--- config.mk ---
export PLATFORM = sky130hd
export DESIGN_NAME = ram_bist_controller
export DESIGN_NICKNAME = d
export VERILOG_FILES = /design/src/rtl/ram_bist_pkg.sv /design/src/rtl/ram_bist_exp_pipe.sv /design/src/rtl/ram_bist_controller.sv
export SDC_FILE = /design/constraint.sdc
export NUM_CORES = 1
export LEC_CHECK = 0
export ABC_CLOCK_PERIOD_IN_PS = 4800
export CORE_MARGIN = 2
export CORE_UTILIZATION = 45
export CTS_BUF_LIST = sky130_fd_sc_hd__clkbuf_8 sky130_fd_sc_hd__clkbuf_16
export CTS_CLUSTER_SIZE = 10
export DETAILED_ROUTE_END_ITERATION = 6
export PLACE_DENSITY = 0.8
export SETUP_SLACK_MARGIN = 0.3
export SLEW_MARGIN = 20
export SYNTH_ARGS = -nofsm -noshare
export SYNTH_HDL_FRONTEND = slang
export SYNTH_SLANG_ARGS = --single-unit
--- constraint.sdc ---
create_clock -name clk -period 4.8 [get_ports clk]
set_input_delay 1.2 -clock clk [delete_from_list [all_inputs] [get_ports clk]]
set_output_delay 1.2 -clock clk [all_outputs]
set_load 0.02 [all_outputs]
--- src/rtl/ram_bist_pkg.sv ---
// ram_bist_pkg: shared FSM state type and test-pattern generator for the RAM BIST controller
package ram_bist_pkg;
  typedef enum logic [2:0] {IDLE, WRITE, READ, DRAIN, DONE} state_t;
  function automatic logic [31:0] pattern(input logic [31:0] a, input logic [31:0] seed, input logic p);
    return (a ^ seed) ^ {32{p}};
  endfunction
endpackage

--- src/rtl/ram_bist_exp_pipe.sv ---
// ram_bist_exp_pipe: DEPTH-stage {valid, addr, exp} delay line aligning expected words with RAM q
module ram_bist_exp_pipe #(
  parameter int ADDR_W = 6,
  parameter int DATA_W = 8,
  parameter int DEPTH  = 1
) (
  input  logic              clk,
  input  logic              rst,
  input  logic              in_valid,
  input  logic [ADDR_W-1:0] in_addr,
  input  logic [DATA_W-1:0] in_exp,
  output logic              out_valid,
  output logic [ADDR_W-1:0] out_addr,
  output logic [DATA_W-1:0] out_exp
);
  localparam int W = 1 + ADDR_W + DATA_W;
  logic [W-1:0] sr [DEPTH];
  always_ff @(posedge clk or posedge rst)
    if (rst) begin
      for (int i = 0; i < DEPTH; i++) sr[i] <= '0;
    end else begin
      sr[0] <= {in_valid, in_addr, in_exp};
      for (int i = 1; i < DEPTH; i++) sr[i] <= sr[i-1];
    end
  assign {out_valid, out_addr, out_exp} = sr[DEPTH-1];
endmodule

--- src/rtl/ram_bist_controller.sv ---
// ram_bist_controller: two-pass (pattern, inverted) write-all/read-all RAM BIST reporting pass or first failing word
module ram_bist_controller
  import ram_bist_pkg::*;
#(
  parameter int                ADDR_W     = 6,
  parameter int                DATA_W     = 8,
  parameter int                RD_LATENCY = 1,
  parameter logic [DATA_W-1:0] SEED       = DATA_W'(8'hA5)
) (
  input  logic              clk,
  input  logic              rst,
  input  logic              start,
  output logic              busy,
  output logic              done,
  output logic              pass,
  output logic [ADDR_W-1:0] fail_addr,
  output logic [DATA_W-1:0] fail_exp,
  output logic [DATA_W-1:0] fail_got,
  output logic [DATA_W-1:0] data,
  output logic [ADDR_W-1:0] write_addr,
  output logic [ADDR_W-1:0] read_addr,
  output logic              write_enable,
  input  logic [DATA_W-1:0] q
);
  state_t state;
  logic p;
  logic [ADDR_W-1:0] cnt;
  logic [DATA_W-1:0] cur_pat;
  logic pv;
  logic [ADDR_W-1:0] pa;
  logic [DATA_W-1:0] pe;
  logic mis;
  assign cur_pat = DATA_W'(pattern(32'(cnt), 32'(SEED), p));
  ram_bist_exp_pipe #(.ADDR_W(ADDR_W), .DATA_W(DATA_W), .DEPTH(RD_LATENCY)) u_pipe (
    .clk(clk), .rst(rst), .in_valid(state == READ), .in_addr(cnt), .in_exp(cur_pat),
    .out_valid(pv), .out_addr(pa), .out_exp(pe)
  );
  assign mis          = pv && (state == READ || state == DRAIN) && q != pe;
  assign busy         = state == WRITE || state == READ || state == DRAIN;
  assign done         = state == DONE;
  assign write_enable = state == WRITE;
  assign write_addr   = write_enable ? cnt : '0;
  assign data         = write_enable ? cur_pat : '0;
  assign read_addr    = (state == WRITE || state == READ) ? cnt : '0;
  always_ff @(posedge clk or posedge rst)
    if (rst) begin
      state     <= IDLE;
      p         <= 1'b0;
      cnt       <= '0;
      pass      <= 1'b0;
      fail_addr <= '0;
      fail_exp  <= '0;
      fail_got  <= '0;
    end else if ((state == IDLE || state == DONE) && start) begin
      state     <= WRITE;
      p         <= 1'b0;
      cnt       <= '0;
      pass      <= 1'b0;
      fail_addr <= '0;
      fail_exp  <= '0;
      fail_got  <= '0;
    end else if (mis) begin
      state     <= DONE;
      cnt       <= '0;
      pass      <= 1'b0;
      fail_addr <= pa;
      fail_exp  <= pe;
      fail_got  <= q;
    end else if (state == WRITE) begin
      cnt   <= cnt + 1'b1;
      state <= &cnt ? READ : WRITE;
    end else if (state == READ) begin
      cnt   <= cnt + 1'b1;
      state <= &cnt ? DRAIN : READ;
    end else if (state == DRAIN) begin
      if (cnt == ADDR_W'(RD_LATENCY - 1)) begin
        cnt   <= '0;
        state <= p ? DONE : WRITE;
        pass  <= p;
        p     <= 1'b1;
      end else begin
        cnt <= cnt + 1'b1;
      end
    end
endmodule
### After elaboration in Yosys (flattened, before gate mapping)

Index checks and enable logic that the tools add are counted.
W data, S select, Z words.

| storage, ports and cells | value |
|---|---|
| register bits after elaboration | 48 |
| latch bits | 0 |
| RAM bits | 0 |
| memory bits (read-only) | 0 |
| input port bits | 11 |
| output and inout port bits | 46 |
| word-level logic and storage cells | 77 |
| memories | 0 |

| cells by class | value |
|---|---|
| $add $sub $neg | 1 |
| multiply operators | 0 |
| div/mod/pow operators | 0 |
| order comparisons | 0 |
| equal/unequal tests | 10 |
| shift-type cells | 0 |
| multiplexer cells | 36 |
| bitwise gates (word level) | 2 |
| reductions and logical operators | 20 |

Operators by type and width:

| kind | count |
|---|---|
| $mux W6 | 10 |
| $mux W8 | 5 |
| $mux W3 | 7 |
| $mux W1 | 13 |
| $reduce_bool A5 Y1 | 2 |
| $ne A8 B8 Y1 | 1 |
| $xor A8 B8 Y8 | 1 |
| $add A6 B1 Y6 const B | 1 |
| $eq A3 B2 Y1 const B | 2 |
| $logic_not A6 Y1 | 1 |
| $reduce_and A6 Y1 | 1 |
| $reduce_bool A2 Y1 | 3 |
| $reduce_bool A3 Y1 | 2 |
| $reduce_and A5 Y1 | 1 |
| $logic_or A1 B1 Y1 | 4 |
| $ne A2 B1 Y1 const B | 2 |
| $not A3 Y4 | 1 |
| $reduce_and A4 Y1 | 1 |
| $eq A3 B1 Y1 const B | 1 |
| $eq A3 B3 Y1 const B | 1 |
| $logic_and A1 B1 Y1 | 3 |
| $logic_not A3 Y1 | 1 |
| $ne A3 B1 Y1 const B | 1 |
| $ne A3 B3 Y1 const B | 1 |
| 3 further kinds | 3 |

### Longest topological paths before layout

Gate-level depths: netlist of run 1.

| depth | value |
|---|---|
| depth in word-level cells | 7 |
| mapped depth | 7 |

### Modules after synthesis

Synthesis of run 1 repeated with hierarchy kept, for this count alone.

| second synthesis, totals | value |
|---|---|
| cells, all modules | 227 |
| area, all modules | 2,421.1 um2 |

Modules (own cells, without submodules):

| module | instances | cells an instance | area each (um2) | seq. area each (um2) |
|---|---|---|---|---|
| ram_bist_controller | 1 | 211 | 2,042.0 | 825.8 |
| ram_bist_exp_pipe | 1 | 16 | 379.1 | 375.4 |

### Least setup slack after synthesis of run 1

No wires, ideal clock.

| path | value |
|---|---|
| kind | in2reg |
| start | input port q[2] |
| end | register cnt[5] |
| arrival time | 2,336 ps |
| setup slack | 2,382 ps |
| stages on the path | 5 |
| path buffers | 0 |
| path through | xnor2_1 nand4_1 o211a_1 or4_1 a31oi_1 |

| on the way | value |
|---|---|
| word-level cells in the longest chain between the ends | 4 |
| elaborated cells on any way between the ends | 5 |
| classes of those cells | 1 x eq/ne; 2 x mux; 2 x reduce/logical |

RTL lines:

| what | line | source |
|---|---|---|
| from (decl) | ram_bist_controller.sv:23 | `input logic [DATA_W-1:0] q` |
| $ne A8 B8 Y1 (*) | ram_bist_controller.sv:38 | `assign mis = pv && (state == READ \|\| state == DRAIN) && q != pe;` |
| $logic_and A1 B1 Y1 (*) | ram_bist_controller.sv:38 |  |
| $mux W6 | ram_bist_controller.sv:62 | `end else if (mis) begin` |
| $mux W6 | ram_bist_controller.sv:54 | `end else if ((state == IDLE \|\| state == DONE) && start) begin` |
| to (signal assigned) | ram_bist_controller.sv:70 | `cnt <= cnt + 1'b1;` |
| to (signal assigned) | ram_bist_controller.sv:73 | `cnt <= cnt + 1'b1;` |
| to (signal assigned) | ram_bist_controller.sv:82 | `cnt <= cnt + 1'b1;` |
| to (decl) | ram_bist_controller.sv:27 | `logic [ADDR_W-1:0] cnt;` |

Every way passes the cells marked *; elsewhere a longest branch is shown, timed or not.
A chain may end at the register's enable or synchronous reset.

### Final worst setup path of run 1

| path | value |
|---|---|
| start | register state[2] |
| end | output port data[7] |

| on the way | value |
|---|---|
| word-level cells in the longest chain between the ends | 2 |

RTL lines:

| what | line | source |
|---|---|---|
| from (decl) | ram_bist_controller.sv:25 | `state_t state;` |
| from (signal assigned) | ram_bist_controller.sv:71 | `state <= &cnt ? READ : WRITE;` |
| from (signal assigned) | ram_bist_controller.sv:74 | `state <= &cnt ? DRAIN : READ;` |
| from (signal assigned) | ram_bist_controller.sv:78 | `state <= p ? DONE : WRITE;` |
| $eq A3 B1 Y1 | ram_bist_controller.sv:41 | `assign write_enable = state == WRITE;` |
| $mux W8 | ram_bist_controller.sv:43 | `assign data = write_enable ? cur_pat : '0;` |
| to (decl) | ram_bist_controller.sv:19 | `output logic [DATA_W-1:0] data,` |

No other way between the ends.

==> impl_summary.txt, run 1 <==
----------------------------------------------------
[Placement]
  GP Congestion ... 0.804
  Port buffer count ... 56
  Post-detailed-placement half-perimeter wirelength ... 3380 um

[Synthesis]
  Top-area cell type share of the netlist area ... 54.2%
  Async set or reset register ratio after synthesis ... 100%
  Cell types with the largest area share after synthesis ... sky130_fd_sc_hd__dfrtp_1 54%, sky130_fd_sc_hd__nand2_1 9.1%, sky130_fd_sc_hd__nand3_1 5.9%
  Synthesized instance count ... 238
  Biggest area consumer among synthesized cells ... sky130_fd_sc_hd__dfrtp_1
  Netlist area before placement ... 2220 um2
  Syn Area/Cell ... 9.32 um2
  Number of nets produced by synthesis ... 251
  Library cell with the highest instance count after synthesis ... sky130_fd_sc_hd__nand2_1
  Number of enable-type register cells in the synthesized netlist ... 0
  Count of different cell masters after synthesis ... 35
  Top cells by instance count after synthesis ... 54 x sky130_fd_sc_hd__nand2_1, 48 x sky130_fd_sc_hd__dfrtp_1, 26 x sky130_fd_sc_hd__nand3_1
  Yosys warning count ... 0
  Most common flop cell mapped by yosys ... sky130_fd_sc_hd__dfrtp_1
  Sequential fraction of the synthesis area ... 54.2%
  Register bit total from synthesis ... 48

[Hold path]
  Type of the tightest min-delay check ... flip-flop to flip-flop
  Hold endpoint ... fail_addr[4]
  Depth of the worst hold-timing path ... 2
  Startpoint of the tightest hold check path ... u_pipe.sr[12]

[Routing]
  DR iter-0 viols ... 121
  Average vias per placed instance ... 5.12
  Total wire length ... 5060 um
  Antenna viol nets, final ... 0
  Via Count ... 1806
  Detail-routed net length per standard cell ... 14.3 um
  Remaining DRCs ... 0
  First-pass DRT Iterations ... 4

[CTS]
  Clock tree from TritonCTS ... built
  Clock insertion delay at the later pin of the skew report ... 0.29 ns
  # hold bufs at CTS ... 0
  Maximum count of clock buffers along a single path ... 2
  CTS sink cnt ... 48
  Clock slew seen by the registers of the worst setup and hold paths ... 0.08 ns
  Resized Gates After CTS ... 0
  Total setup buffers inserted after CTS ... 0
  Number of clock buffers inserted by TritonCTS ... 5
  CTS root buf ... sky130_fd_sc_hd__clkbuf_8
  H-Tree Depth ... 2

[Power]
  Post-route total power ... 1.04 mW
  Power density cells ... 363 nW/um2
  Leakage power ... 1.39 nW
  Maximum ir drop on the vdd rail ... 0.272 mV

[Floorplan]
  Die Span Y ... 74.2 um
  Starting Density ... 46.9%
  Area of the die ... 5500 um2
  Die Span X ... 74.2 um
  Standard-cell row count ... 25
  Core footprint ... 4720 um2
  Num ports ... 57

[Setup path]
  Reg-to-reg critical path endpoint ... cnt[5]
  Reg-to-reg critical path startpoint ... u_pipe.sr[2]
  Path type of the worst setup path ... flip-flop to output port
  Signal arrival time at the worst endpoint ... 2.37 ns
  Data required time of the critical path ... 3.60 ns
  Sort of element at the start of the critical path ... flip-flop
  Critical path capture point type ... output port
  Setup slack of the most critical reg-to-reg path ... 2.74 ns
  Max Fanout on Critical Path ... 11
  Worst reg-to-reg path cell count ... 5

[STA]
  Unrepaired setup endpoints after global routing ... false
  Count of endpoints failing hold in the final timing report ... 0
  Number of slew-limit violations in the final report ... 0
  Final-layout setup total negative slack ... 0 ns
  Final period demand of the worst path ... 3.57 ns
  Final cycle utilization of the critical path ... 74.3%
  Clk_skew ... 0.00732 ns
  Achievable clock frequency ... 280 MHz
  Slew at the pin closest to its max-slew limit ... 0.902 ns
  Final setup viols ... 0
  Relative slew slack ... 39.7%

[Run]
  MaxCap Viol Count ... 0

[Cells and area]
  Antenna diode count ... 0
  Total Nets Final ... 299
  Post-synthesis to final-layout area growth ... 29.7%
  Final Util ... 60.9%
  Fraction of layout instances using a drive strength above 1 ... 4.55%

[GRT]
  Global-route wire length before repair ... 8320 um
  Number of antenna violations at the first check in global routing ... 0
  Tot GR Track Use ... 19.9%
  Pin count of the biggest net entering global routing ... 49
  Number of global-route vias before repair ... 1733
  Global route total overflow ... 0

[Run status]
  Result of the run ... finished clean

----------------------------------------------------
==> state kept, by name, summed over array words and instances, names as in the netlist <==
register and count:
p 1, u_pipe.sr 15, state 3, pass 1, fail_got 8, fail_addr 6
fail_exp 8, cnt 6
==> worst max-delay path by stage <==
stage	from	to	slack [ns]	cells past startpoint
after detailed placement	q[2]	cnt[5]	1.46	6
after global routing	state[2]	data[6]	1.03	4
after CTS	state[2]	data[6]	1.23	4
after floorplan	q[2]	cnt[5]	2.38	5
final	state[2]	data[7]	1.23	4
after global placement	q[7]	cnt[5]	1.51	6
==> cell usage in the layout (no fill, tap or decap), types with 3 or more instances in the layout <==
cell / Yosys / final
sky130_fd_sc_hd__clkdlybuf4s50_1: 0 / 56
sky130_fd_sc_hd__nand2_1: 54 / 54
sky130_fd_sc_hd__dfrtp_1: 48 / 48
sky130_fd_sc_hd__nand3_1: 26 / 26
sky130_fd_sc_hd__and3_1: 16 / 16
sky130_fd_sc_hd__xnor2_1: 11 / 11
sky130_fd_sc_hd__and2_1: 10 / 10
sky130_fd_sc_hd__nor2_1: 8 / 8
sky130_fd_sc_hd__a21oi_1: 7 / 7
sky130_fd_sc_hd__inv_1: 5 / 5
sky130_fd_sc_hd__clkbuf_8: 0 / 5
sky130_fd_sc_hd__o21ai_0: 4 / 4
sky130_fd_sc_hd__nor4_1: 3 / 3
sky130_fd_sc_hd__xor2_1: 3 / 3
==> layout make-up <==
class,instances,area [um2]
Timing Repair Buffer,58,576
Clock buffer,5,68.8
Multi-Input combinational cell,166,907
Sequential cell,48,1200
Tap cell,67,83.8
Fill cell,404,1850
Clock inverter,2,8.76
Inverter,7,30.0
==> per-layer routing <==
| layer | share of wire (%) | GRT usage, % | up-vias |
|---|---|---|---|
| li1 | - | - | 881 |
| met1 | 48 | 28.7 | 839 |
| met2 | 43 | 30.6 | 80 |
| met3 | 7.8 | 3.52 | 6 |
| met4 | 1.4 | 6.67 | 0 |
| met5 | 0 | 0 | - |
==> worst max-delay path, stage by stage (launching register included) <==
cell,delay (ns)
sky130_fd_sc_hd__dfrtp_1,0.49
sky130_fd_sc_hd__nor2_1,0.51
sky130_fd_sc_hd__nand2_1,0.28
sky130_fd_sc_hd__nor2_1,0.16
sky130_fd_sc_hd__clkdlybuf4s50_1,0.63
==> kinds of logic (layout without fill, tap and decap cells) <==
| family | Yosys count | count (layout) | synth area share (%) |
|---|---|---|---|
| simple gates | 129 | 129 | 27.9 |
| flops | 48 | 48 | 54.2 |
| fa+ha+maj | 2 | 2 | 1.13 |
| compound gates | 19 | 19 | 5.42 |
| mux | 2 | 2 | 0.903 |
| buf+inv | 24 | 72 | 4.91 |
| xor+xnor | 14 | 14 | 5.53 |
==> per-stage QoR <==
| step | worst slack [ns] | hold slack, ns | area, um2 | std cells |
|---|---|---|---|---|
| 4_1_cts | 1.23 | 0.445 | 2870 | 353 |
| 6_report | 1.23 | 0.441 | 2880 | 353 |
| 5_1_grt | 1.03 | 0.468 | 2880 | 353 |
| 3_3_place_gp | 1.51 | 0.423 | 2800 | 346 |
| 2_1_floorplan | 2.38 | 0.352 | 2220 | 238 |
| 3_5_place_dp | 1.46 | 0.423 | 2800 | 346 |
==> report_power, final <==
part           internal, mW  total (mW)  switching [mW]
registers             0.430       0.476          0.0462
clock network        0.0969       0.216           0.119
logic                 0.146       0.352           0.206
total                 0.673        1.04           0.372
No activity file was read; power rests on OpenSTA's default activity.
==> run 2, diff against run 1 <==
- ABC_CLOCK_PERIOD_IN_PS: 4800 -> 3400
- clock period: 4.8 -> 3.4 ns (I/O delays scaled with it)
==> impl_summary.txt, run 2 (synthesis results as in run 1) <==
----------------------------------------------------
[GRT]
  Global-route wire length before repair ... 8490 um (+2.0%)
  Pin count of the biggest net entering global routing ... 49 (unchanged)
  Number of global-route vias before repair ... 1738 (+0.29%)
  Tot GR Track Use ... 20.7% (+0.81 points)
  Global route total overflow ... 0 (unchanged)
  Number of antenna violations at the first check in global routing ... 0 (unchanged)

[Setup path]
  Max Fanout on Critical Path ... 20 (+9)
  Sort of element at the start of the critical path ... flip-flop
  Worst reg-to-reg path cell count ... 5 (unchanged)
  Data required time of the critical path ... 2.55 ns (-1.05 ns)
  Critical path capture point type ... output port
  Reg-to-reg critical path startpoint ... u_pipe.sr[4]
  Setup slack of the most critical reg-to-reg path ... 1.53 ns (-1.21 ns)
  Reg-to-reg critical path endpoint ... cnt[5]
  Path type of the worst setup path ... flip-flop to output port
  Signal arrival time at the worst endpoint ... 2.09 ns (-0.28 ns)

[Routing]
  DR iter-0 viols ... 138 (+14%)
  Detail-routed net length per standard cell ... 14.4 um (+0.26%)
  Antenna viol nets, final ... 0 (unchanged)
  Via Count ... 1824 (+1.0%)
  First-pass DRT Iterations ... 4 (unchanged)
  Remaining DRCs ... 0 (unchanged)
  Average vias per placed instance ... 5.14 (+0.43%)
  Total wire length ... 5100 um (+0.83%)

[STA]
  Slew at the pin closest to its max-slew limit ... 0.949 ns (+0.0472 ns)
  Final setup viols ... 0 (unchanged)
  Unrepaired setup endpoints after global routing ... false
  Clk_skew ... 0.00869 ns (+0.00137 ns)
  Relative slew slack ... 36.6% (-3.1 points)
  Final setup margin ... 0.460 ns (-0.774 ns)
  Achievable clock frequency ... 340 MHz
  Final cycle utilization of the critical path ... 86.5%
  Number of slew-limit violations in the final report ... 0 (unchanged)
  Final period demand of the worst path ... 2.94 ns
  Count of endpoints failing hold in the final timing report ... 0 (unchanged)
  Final-layout setup total negative slack ... 0 ns (unchanged)

[Cells and area]
  Largest registers ... u_pipe.sr x15, fail_exp x8, fail_got x8
  Antenna diode count ... 0 (unchanged)
  Register ranked first by flip-flop count ... u_pipe.sr
  Most common library cell in the layout ignoring fill and taps ... sky130_fd_sc_hd__clkdlybuf4s50_1
  Highest-count cells in the layout ignoring fill and taps ... 56 x sky130_fd_sc_hd__clkdlybuf4s50_1, 54 x sky130_fd_sc_hd__nand2_1, 47 x sky130_fd_sc_hd__dfrtp_1
  Post-synthesis to final-layout area growth ... 31.3%
  Max reg flops ... 15 (unchanged)
  Fraction of layout instances using a drive strength above 1 ... 6.25% (+1.7 points)
  Total Nets Final ... 301 (+0.67%)

[Run]
  MaxCap Viol Count ... 0 (unchanged)

[CTS]
  Total setup buffers inserted after CTS ... 0 (unchanged)
  Clock insertion delay at the later pin of the skew report ... 0.30 ns (about the same)
  CTS root buf ... sky130_fd_sc_hd__clkbuf_8
  Clock tree from TritonCTS ... built
  H-Tree Depth ... 2 (unchanged)
  Number of clock buffers inserted by TritonCTS ... 5 (unchanged)
  # hold bufs at CTS ... 0 (unchanged)
  Maximum count of clock buffers along a single path ... 2 (unchanged)
  CTS sink cnt ... 48 (unchanged)
  Clock slew seen by the registers of the worst setup and hold paths ... 0.08 ns (about the same)

[Power]
  Power density cells ... 521 nW/um2 (+44%)
  Clock network power share ... 23.4% (+2.7 points)
  Net switching power ... 0.522 mW (+40%)
  Leakage power ... 1.40 nW (+0.99%)
  Logic pwr share ... 32.3% (-1.4 points)
  Switching Fraction ... 34.4% (-1.2 points)
  Sequential Power Share ... 44.3% (-1.3 points)
  Maximum ir drop on the vdd rail ... 0.336 mV (+23%)
  Total internal power ... 0.996 mW (+48%)

[Hold path]
  Hold endpoint ... fail_addr[4]
  Depth of the worst hold-timing path ... 2 (unchanged)
  Startpoint of the tightest hold check path ... u_pipe.sr[12]
  Type of the tightest min-delay check ... flip-flop to flip-flop

[Floorplan]
  Die Span Y ... 74.2 um (unchanged)
  Area of the die ... 5500 um2 (unchanged)
  Core footprint ... 4720 um2 (unchanged)
  Die Span X ... 74.2 um (unchanged)
  Num ports ... 57 (unchanged)
  Starting Density ... 46.9% (unchanged)
  Standard-cell row count ... 25 (unchanged)

[Placement]
  Port buffer count ... 56 (unchanged)
  Post-detailed-placement half-perimeter wirelength ... 3540 um (+4.8%)
  Pre-CTS WS ... 0.636 ns (-0.823 ns)
  GP Congestion ... 0.835 (+3.8%)

[Run status]
  Result of the run ... finished clean

----------------------------------------------------
run 2: changes by cell type in the layout (fill, tap and decap cells not counted), sizes merged:
cell    previous run  this run
clkbuf             5         7
buf                2         4
clkinv             2         0
run 2: worst max path at each step:
stage,startpoint,to,cells past startpoint
3_5_place_dp,q[4],cnt[5],6
2_1_floorplan,q[2],cnt[5],5
3_3_place_gp,q[4],cnt[5],6
6_report,state[0],read_addr[2],4
4_1_cts,state[0],read_addr[1],4
5_1_grt,state[0],read_addr[3],4
run 2: per-stage QoR:
stage	utilization (%)	area (um2)	power (mW)	std cells	hold WS [ns]
after floorplan	-	2220	0.993	238	0.352
after global placement	59.5	2810	1.17	348	0.423
after detailed placement	59.5	2810	1.17	348	0.423
after CTS	61.6	2910	1.53	355	0.443
after global routing	61.6	2910	1.61	355	0.467
final	61.6	2910	1.52	355	0.444
run 2: worst max-delay path, cell delays in order (launching register included):
cell	delay, ns
sky130_fd_sc_hd__dfrtp_2	0.52
sky130_fd_sc_hd__nand2b_1	0.21
sky130_fd_sc_hd__a21oi_2	0.27
sky130_fd_sc_hd__and2_1	0.18
sky130_fd_sc_hd__clkdlybuf4s50_1	0.60
run 2: layer usage:
layer	vias up	wire length (um)	global-route usage, %
li1	891	-	-
met1	850	2380	28.9
met2	72	2310	31.1
met3	11	293	4.88
met4	0	115	8.89
met5	-	0	0
run 2: cell type report:
| type | instances | area, um2 |
|---|---|---|
| Sequential cell | 48 | 1200 |
| Timing Repair Buffer | 60 | 591 |
| Fill cell | 388 | 1810 |
| Inverter | 7 | 28.8 |
| Multi-Input combinational cell | 166 | 910 |
| Clock buffer | 7 | 96.3 |
| Tap cell | 67 | 83.8 |
run 2: timing repair:
item | in CTS | in global routing
gates resized for setup | 0 | 2
endpoints found under the hold margin | 0 | 0
setup endpoints to repair | 0 | 11
run 2: power groups by stage:
stage	sequential [mW]	clock [mW]	combinational (mW)
floorplan	0.644	0	0.349
global placement	0.681	0	0.485
detailed placement	0.683	0	0.491
CTS	0.671	0.364	0.495
global route	0.683	0.386	0.537
finish	0.673	0.355	0.491
==> RTL edit (settings of run 2) <==
Put a register stage on the outputs `busy`, `done`, `data`, `write_addr` and `read_addr`, cleared by the reset. The values now appear one clock later. The other outputs are not delayed to match.
--- a/src/rtl/ram_bist_controller.sv
+++ b/src/rtl/ram_bist_controller.sv
@@ -36,12 +36,22 @@
     .out_valid(pv), .out_addr(pa), .out_exp(pe)
   );
   assign mis          = pv && (state == READ || state == DRAIN) && q != pe;
-  assign busy         = state == WRITE || state == READ || state == DRAIN;
-  assign done         = state == DONE;
   assign write_enable = state == WRITE;
-  assign write_addr   = write_enable ? cnt : '0;
-  assign data         = write_enable ? cur_pat : '0;
-  assign read_addr    = (state == WRITE || state == READ) ? cnt : '0;
+  always_ff @(posedge clk or posedge rst) begin
+      if (rst) begin
+          busy       <= '0;
+          done       <= '0;
+          data       <= '0;
+          write_addr <= '0;
+          read_addr  <= '0;
+      end else begin
+          busy       <= state == WRITE || state == READ || state == DRAIN;
+          done       <= state == DONE;
+          data       <= write_enable ? cur_pat : '0;
+          write_addr <= write_enable ? cnt : '0;
+          read_addr  <= (state == WRITE || state == READ) ? cnt : '0;
+      end
+  end
   always_ff @(posedge clk or posedge rst)
     if (rst) begin
       state     <= IDLE;
Check against the original RTL: not equivalent (a bounded check fails within 4 cycles, from zero or initial values and one cycle with rst high).
==> RTL edit against run 2 <==
Area after synthesis grew 31%. Worst setup slack gained 320 ps. Power grew 110%. Final area grew 29%. Sequential cell count grew 22. Clock power grew 110%. Critical path depth grew 1. Wire length grew 17%. Critical path type unchanged.
==> RTL edit: results (changes against run 2) <==
setup_slack_ps: 776.6  # +316.8 ps
dp_slack_ps: 623.3  # -12.23 ps
synthAdderAreaFrac_pct: 0.8617  # -0.27 points
grt_start_max_net_pins: 27  # -45%
clk_latency_ps: 340  # +40 ps
synth.avg_cell_area_um2: 11.43  # +23%
synth_compound_area_share_pct: 4.653  # -0.76 points
worst_ep_arrival_time_ps: 1770  # -320 ps
synth_xor_area_share_pct: 4.524  # -1.0 points
synthTopCellsByArea: "dfrtp_1 (60%), mux2i_1 (8.3%), inv_1 (4.1%)"
dp.cells: 379  # +8.9%
max_slew_margin_pct: 61.31  # +25 points
drtIter0Drc: 98  # -29%
clock_skew_ps: 10.20  # +1.510 ps
cts_htree_levels: 3  # +1
status: "completed"
synth_nets: 267  # +6.4%
route.layer.met1.wl_mm: 2.748  # +15%
grt_util_all_layers_pct: 19.17  # -1.5 points
grt_pass1_wl_mm: 10.52  # +24%
numCtsBuffers: 9  # +4
globalplace.congestion: 0.7696  # -7.8%
met2_length_mm: 2.913  # +26%
nNetsFinal: 326  # +8.3%
dpl_cell_area_um2: 3545  # +26%
grt_pass1_vias: 2123  # +22%
rr_worst_depth: 6  # +1
antenna_cells: 0  # unchanged
async_flop_share_pct: 100.0  # unchanged
hpwl_mm: 4.243  # +20%
min_to: "fail_addr[5]"
viasPerCell: 5.028  # -2.1%
synth_commonest_cells: "dfrtp_1 (70), inv_1 (32), nand2_1 (25)"
reg2reg_from: "cnt[0]"
synth_cell_types: 36  # +2.9%
routed_wl_mm: 5.982  # +17%
synth.area.mux_share_pct: 8.660  # +7.8 points
met3_length_um: 245  # -16%
fillers: 536  # +38%
ir_drop_uv: 574.9  # +71%
synth-seq-area-share_pct: 60.32  # +6.1 points
crit_fanout: 10  # -50%
fin_cells: 395  # +11%
synth.most_common_cell: "dfrtp_1"
drive_gt1_share_pct: 9.434  # +3.2 points
min_from: "u_pipe.sr[13]"
r2r_slack_ps: 1250  # -280 ps
r2r-end: "pass"
p_leak_nw: 1.918  # +37%
==> RTL edit: worst max path at each step <==
stage | startpoint | endpoint | cells past startpoint
5_1_grt | state[1] | write_enable | 5
2_1_floorplan | rst | busy | 1
3_5_place_dp | state[2] | write_enable | 5
4_1_cts | state[2] | write_enable | 5
6_report | state[1] | write_enable | 5
3_3_place_gp | state[2] | write_enable | 5
==> RTL edit: stage by stage <==
step                      hold WS [ps]  utilization (%)
after floorplan                  354.8                -
after global placement           483.7            56.47
after detailed placement         491.0            56.47
after CTS                        496.3            60.00
after global routing             534.5            60.06
final                            490.4            60.06
==> RTL edit: kinds of logic after synthesis <==
group	count (synthesis)
AND/OR/NAND/NOR	80
AO/OA/AOI/OAI	16
XOR/XNOR	15
adder cells (fa/ha/maj)	2
multiplexers	25
buffers and inverters	46
flip-flops	70
==> RTL edit: layout make-up <==
type	instances	area, um^2	share of cell area (%)
Sequential cell	70	1753	46.50
Multi-Input combinational cell	138	970.9	25.76
Timing Repair Buffer	62	608.1	16.13
Clock buffer	9	123.9	3.286
Inverter	32	120.1	3.186
Clock inverter	7	97.59	2.589
Tap cell	77	96.34	2.556
==> RTL edit: metal layers <==
| layer | track usage [%] | vias up |
|---|---|---|
| met2 | 30.09 | 55 |
| met3 | 4.621 | 4 |
| li1 | - | 948 |
| met5 | 0 | - |
| met4 | 7.648 | 0 |
| met1 | 25.95 | 979 |
==> RTL edit: report_power, final <==
group / total, mW / internal, mW / switching (mW)
registers: 1.36 / 1.10 / 0.256
logic: 1.06 / 0.521 / 0.538
clock network: 0.732 / 0.415 / 0.317
total: 3.15 / 2.04 / 1.11
==> RTL edit: timing repair <==
item | in CTS | in global routing
resized for setup | 1 | 2
endpoints found under the hold margin | 0 | 0
pin swaps | 0 | 0
endpoints found under the setup margin | 1 | 1
==> RTL edit: worst max-delay path, cell delays in order, from the launching register on <==
cell and delay (ps):
dfrtp_1 540, inv_1 190, nand3_1 90, buf_4 190, inv_1 180, dlymetal6s2s_1 260
